===== src/rtl/seg7_pkg.sv =====
// Shared constants for the two-digit seven-segment to binary converter:
// active-low segment patterns (bit0=a .. bit6=g), sentinels and FSM encoding.
package seg7_pkg;

    localparam logic [6:0] SEG_0     = 7'h40;
    localparam logic [6:0] SEG_1     = 7'h79;
    localparam logic [6:0] SEG_2     = 7'h24;
    localparam logic [6:0] SEG_3     = 7'h30;
    localparam logic [6:0] SEG_4     = 7'h19;
    localparam logic [6:0] SEG_5     = 7'h12;
    localparam logic [6:0] SEG_6     = 7'h02;
    localparam logic [6:0] SEG_7     = 7'h78;
    localparam logic [6:0] SEG_8     = 7'h00;
    localparam logic [6:0] SEG_9     = 7'h10;
    localparam logic [6:0] SEG_BLANK = 7'h7F;

    localparam logic [3:0] DIGIT_INVALID = 4'hF;

    typedef enum logic [1:0] {
        ST_IDLE    = 2'd0,
        ST_CAPTURE = 2'd1,
        ST_COMBINE = 2'd2,
        ST_DONE    = 2'd3
    } state_e;

    // tens*10 + units via shift-add; the 8-bit sum is truncated to 7 bits.
    function automatic logic [6:0] tens_units_to_bin(input logic [3:0] tens,
                                                     input logic [3:0] units);
        return 7'({1'b0, tens, 3'b000} + {3'b000, tens, 1'b0} + {4'b0000, units});
    endfunction

endpackage


===== src/rtl/seg7_digit_dec.sv =====
// Combinational lookup from one active-low segment pattern to a BCD digit.
// A blank pattern decodes as 0 only where leading-zero blanking is allowed.
module seg7_digit_dec
    import seg7_pkg::*;
(
    input  logic [6:0] pattern,
    input  logic       blank_ok,
    output logic [3:0] digit,
    output logic       valid
);

    always_comb begin
        // NOTE: defaults first so every path assigns both outputs and no latch is inferred.
        digit = DIGIT_INVALID;
        valid = 1'b0;
        case (pattern)
            SEG_0: begin digit = 4'd0; valid = 1'b1; end
            SEG_1: begin digit = 4'd1; valid = 1'b1; end
            SEG_2: begin digit = 4'd2; valid = 1'b1; end
            SEG_3: begin digit = 4'd3; valid = 1'b1; end
            SEG_4: begin digit = 4'd4; valid = 1'b1; end
            SEG_5: begin digit = 4'd5; valid = 1'b1; end
            SEG_6: begin digit = 4'd6; valid = 1'b1; end
            SEG_7: begin digit = 4'd7; valid = 1'b1; end
            SEG_8: begin digit = 4'd8; valid = 1'b1; end
            SEG_9: begin digit = 4'd9; valid = 1'b1; end
            SEG_BLANK: begin
                if (blank_ok) begin
                    digit = 4'd0;
                    valid = 1'b1;
                end
            end
            default: begin
            end
        endcase
    end

endmodule


===== src/rtl/seg7_decoder.sv =====
// Converts a two-digit seven-segment display reading into binary 0..99.
// Fixed four-state pipeline: latch, decode, combine, report with a done pulse.
module seg7_decoder
    import seg7_pkg::*;
(
    input  logic       clk,
    input  logic       clc,
    input  logic       start,
    input  logic [6:0] seg_unidades,
    input  logic [6:0] seg_decenas,
    output logic       busy,
    output logic       done,
    output logic [6:0] value,
    output logic [3:0] digit_unidades,
    output logic [3:0] digit_decenas,
    output logic       err
);

    state_e     state_q;
    logic [6:0] seg_u_q;
    logic [6:0] seg_d_q;
    logic [3:0] dig_u_q;
    logic [3:0] dig_d_q;
    logic       digits_ok_q;
    logic       busy_q;
    logic       done_q;
    logic [6:0] value_q;
    logic [3:0] out_u_q;
    logic [3:0] out_d_q;
    logic       err_q;

    logic [3:0] dec_u_digit;
    logic [3:0] dec_d_digit;
    logic       dec_u_valid;
    logic       dec_d_valid;

    seg7_digit_dec u_dec_unidades (
        .pattern  (seg_u_q),
        .blank_ok (1'b0),
        .digit    (dec_u_digit),
        .valid    (dec_u_valid)
    );

    // Leading-zero blanking applies to the tens digit only.
    seg7_digit_dec u_dec_decenas (
        .pattern  (seg_d_q),
        .blank_ok (1'b1),
        .digit    (dec_d_digit),
        .valid    (dec_d_valid)
    );

    // NOTE: non-blocking assignments so every register sees pre-edge values of the others.
    always_ff @(posedge clk or negedge clc) begin
        if (!clc) begin
            state_q     <= ST_IDLE;
            seg_u_q     <= '0;
            seg_d_q     <= '0;
            dig_u_q     <= '0;
            dig_d_q     <= '0;
            digits_ok_q <= 1'b0;
            busy_q      <= 1'b0;
            done_q      <= 1'b0;
            value_q     <= '0;
            out_u_q     <= '0;
            out_d_q     <= '0;
            err_q       <= 1'b0;
        end else begin
            done_q <= 1'b0;
            case (state_q)
                ST_IDLE: begin
                    if (start) begin
                        seg_u_q <= seg_unidades;
                        seg_d_q <= seg_decenas;
                        busy_q  <= 1'b1;
                        state_q <= ST_CAPTURE;
                    end
                end
                ST_CAPTURE: begin
                    dig_u_q     <= dec_u_digit;
                    dig_d_q     <= dec_d_digit;
                    digits_ok_q <= dec_u_valid & dec_d_valid;
                    state_q     <= ST_COMBINE;
                end
                ST_COMBINE: begin
                    out_u_q <= dig_u_q;
                    out_d_q <= dig_d_q;
                    value_q <= digits_ok_q ? tens_units_to_bin(dig_d_q, dig_u_q) : 7'd0;
                    err_q   <= ~digits_ok_q;
                    done_q  <= 1'b1;
                    state_q <= ST_DONE;
                end
                ST_DONE: begin
                    // The report cycle may already accept the next request.
                    if (start) begin
                        seg_u_q <= seg_unidades;
                        seg_d_q <= seg_decenas;
                        state_q <= ST_CAPTURE;
                    end else begin
                        busy_q  <= 1'b0;
                        state_q <= ST_IDLE;
                    end
                end
                default: state_q <= ST_IDLE;
            endcase
        end
    end

    assign busy           = busy_q;
    assign done           = done_q;
    assign value          = value_q;
    assign digit_unidades = out_u_q;
    assign digit_decenas  = out_d_q;
    assign err            = err_q;

endmodule


===== config.mk =====
export PLATFORM = sky130hd
export DESIGN_NAME = seg7_decoder
export DESIGN_NICKNAME = d
export VERILOG_FILES = /design/src/rtl/seg7_pkg.sv /design/src/rtl/seg7_digit_dec.sv /design/src/rtl/seg7_decoder.sv
export SDC_FILE = /design/constraint.sdc
export NUM_CORES = 1
export LEC_CHECK = 0
export ABC_AREA = 1
export CORE_ASPECT_RATIO = 1.2
export CORE_MARGIN = 2
export CORE_UTILIZATION = 50
export CTS_CLUSTER_SIZE = 28
export DETAILED_ROUTE_END_ITERATION = 10
export DONT_BUFFER_PORTS = 1
export SYNTH_ARGS = -nofsm -noshare
export SYNTH_HDL_FRONTEND = slang
export SYNTH_SLANG_ARGS = --single-unit

===== constraint.sdc =====
create_clock -name clk -period 2.9 [get_ports clk]
set_input_delay 0.435 -clock clk [delete_from_list [all_inputs] [get_ports clk]]
set_output_delay 0.435 -clock clk [all_outputs]
set_load 0.1 [all_outputs]

==> metrics.csv <==
metric,value,unit
clock_path_buffers,2,
wl,4130,µm
dp_hpwl,3040,µm
end_kind,flop,
io_buffers,0,
yosys_warnings,0,
max-slew-margin-rel,0.397,
vias_per_cell,5.02,
initial_utilization,0.529,
clock.fmax,472,MHz
holdCritPathClass,primary input to flop,
syn-instance-count,290,
place_congestion,0.927,
core-area,4330,µm²
cts_hold_buf,2,
ioPinCount,35,
post-cts-setup-buffers,0,
die_h,78.1,µm
worstMarginPinSlew,905,ps
synth_area_leader_cell,dfrtp_1,
syn2layout_area_growth,8.20,%
synth_commonest_cells,"nand2_1, nor2_1, dfrtp_1",
rsz0062_at_grt,no,
fin_skew,9.07,ps
finalSetupViolations,0,
grt.total_usage,0.184,
cp.arrival,2300,ps
hold_viol,0,
synth_edf_count,0,
syn_area,2290,µm²
syn_area_per_cell,7.90,µm²
async_flop_share,1.00,
synth_cell_types,28,
slew_viol_final,0,
cts_root_buffer,clkbuf_8,
cellPowerDensity,1240,nW/µm²
grt_overflow,0,
ctsResizeCount,0,
dieArea,5140,µm²
drive_above_1_share,0.0714,
synth_nets,321,
grt_max_degree,44,
yosysTopAreaCellShare,0.470,
cap_violations,0,
crit_path_start_kind,flop,
grt_pass1_wl,7420,µm
yosysSeqAreaShare,0.470,
drt_first_pass_iters,4,
insertion_delay,300,ps
fp-row-count,26,
cts_sinks,43,
path_class,flop to flop,
htreeDepth,2,
layout.nets,324,
final.fill_count,419,
finalSetupTns,0,ps
total_power,3.07,mW
fin_crit,2120,ps
dr_total_vias,1756,
die_w,65.8,µm
numCtsBuffers,5,
drt_iter0_markers,83,
synth_area_leaders,"dfrtp_1, nand2_1, nor2_1",
synth_flop_cell,dfrtp_1,
drcViolationCount,0,
diodes,0,
worst-endpoint-required,3090,ps
antenna_found_initial,0,
post-synth-top-count-cell,nand2_1,
grt_pass1_vias,1720,
fin_crit_sh,0.730,
routedWlPerCell,11.8,µm
power_leakage,1.28,nW
ys_ff_latch,43,
status,finished clean,
ant_nets,0,
cts_tree,yes,
path_clk_slew,90,ps
ir_drop,478,µV
critPathMaxFanout,3,
## stage by stage
stage           util  instances  area [µm²]  setup WS, ps  hold WS [ps]
6_report       0.573        350        2480           783           260
5_1_grt        0.573        350        2480           673           259
4_1_cts        0.573        350        2480           778           256
3_5_place_dp   0.538        340        2330           795           140
3_3_place_gp   0.538        340        2330           890           140
2_1_floorplan      -        290        2290           947           139
## per-layer routing
layer  GRT usage  vias to the layer above  routed length [µm]
met2       0.314                       31                2010
met4      0.0625                        0                  67
met3      0.0458                        7                 145
li1            -                      918                   -
met5           0                        -                   0
met1       0.223                      800                1910
## registers in the layout, indices dropped and copies added, names as in the netlist
register / cells
digit_unidades: 4
state_q: 2
dig_d_q: 4
seg_d_q: 7
digit_decenas: 4
busy: 1
seg_u_q: 7
dig_u_q: 4
digits_ok_q: 1
done: 1
value: 7
err: 1
## worst max-delay path, cell delays in order, from the launching register on
cell	delay, ps
dfrtp_1	380
inv_1	80
fa_1	510
inv_1	70
fa_1	440
nand2_1	110
nand2_1	50
a21oi_1	170
nand2_1	70
nand2_1	50
o21ai_0	60
## final timing paths
path                                        start                      to  cells past startpoint  slack, ps
hold / removal                    seg_unidades[4]  seg_u_q[4]$_DFFE_PN0P_                      1        260
hold reg to reg            dig_u_q[3]$_DFFE_PN0N_  dig_u_q[3]$_DFFE_PN0N_                      2        490
max in group asynchronous                     clc  seg_d_q[6]$_DFFE_PN0P_                      2       2080
setup reg to reg           dig_d_q[0]$_DFFE_PN0N_    value[6]$_DFFE_PN0P_                     10        780
setup / recovery           dig_d_q[0]$_DFFE_PN0N_    value[6]$_DFFE_PN0P_                     10        780
min in group asynchronous                     clc    value[4]$_DFFE_PN0P_                      2        600
## power breakdown
| part | switching, mW | internal (mW) | total (mW) | leakage [nW] |
|---|---|---|---|---|
| logic | 0.652 | 0.377 | 1.03 | 0.719 |
| registers | 0.735 | 0.816 | 1.55 | 0.500 |
| clock network | 0.210 | 0.279 | 0.488 | 0.0612 |
| total | 1.60 | 1.47 | 3.07 | 1.28 |
## layout by cell type (no fill, tap or decap), types with 2 or more instances in the layout
cell type / count
nand4_1: 2
mux2_1: 2
fa_1: 2
a22o_1: 3
inv_1: 26
o21ai_0: 10
inv_2: 2
nand3_1: 4
dfrtp_1: 43
clkbuf_8: 6
nand2_1: 91
nor3_1: 6
nand2_2: 4
nand3_2: 2
nor2_1: 45
ha_1: 12
nor2_2: 3
a21oi_1: 17
## layout make-up
cell class	instances	area (µm²)	area share
Sequential cell	43	1080	0.434
Clock buffer	6	82.6	0.0333
Inverter	29	109	0.0439
Multi-Input combinational cell	211	1070	0.431
Tap cell	56	70.1	0.0283
Timing Repair Buffer	3	37.5	0.0152
Clock inverter	2	35.0	0.0141
## cells by family (layout without fill, tap and decap cells)
kind of cell / Yosys count / count (layout) / synth area share
AOI/OAI and AO/OA: 34 / 34 / 0.0825
muxes: 2 / 2 / 0.00984
xor gates and xnor gates: 1 / 1 / 0.00383
adders and majority gates: 14 / 14 / 0.0831
buffers and inverters: 36 / 40 / 0.0639
and+or+nand+nor: 160 / 160 / 0.287
DFF: 43 / 43 / 0.470
No activity file was read; power rests on OpenSTA's default activity.
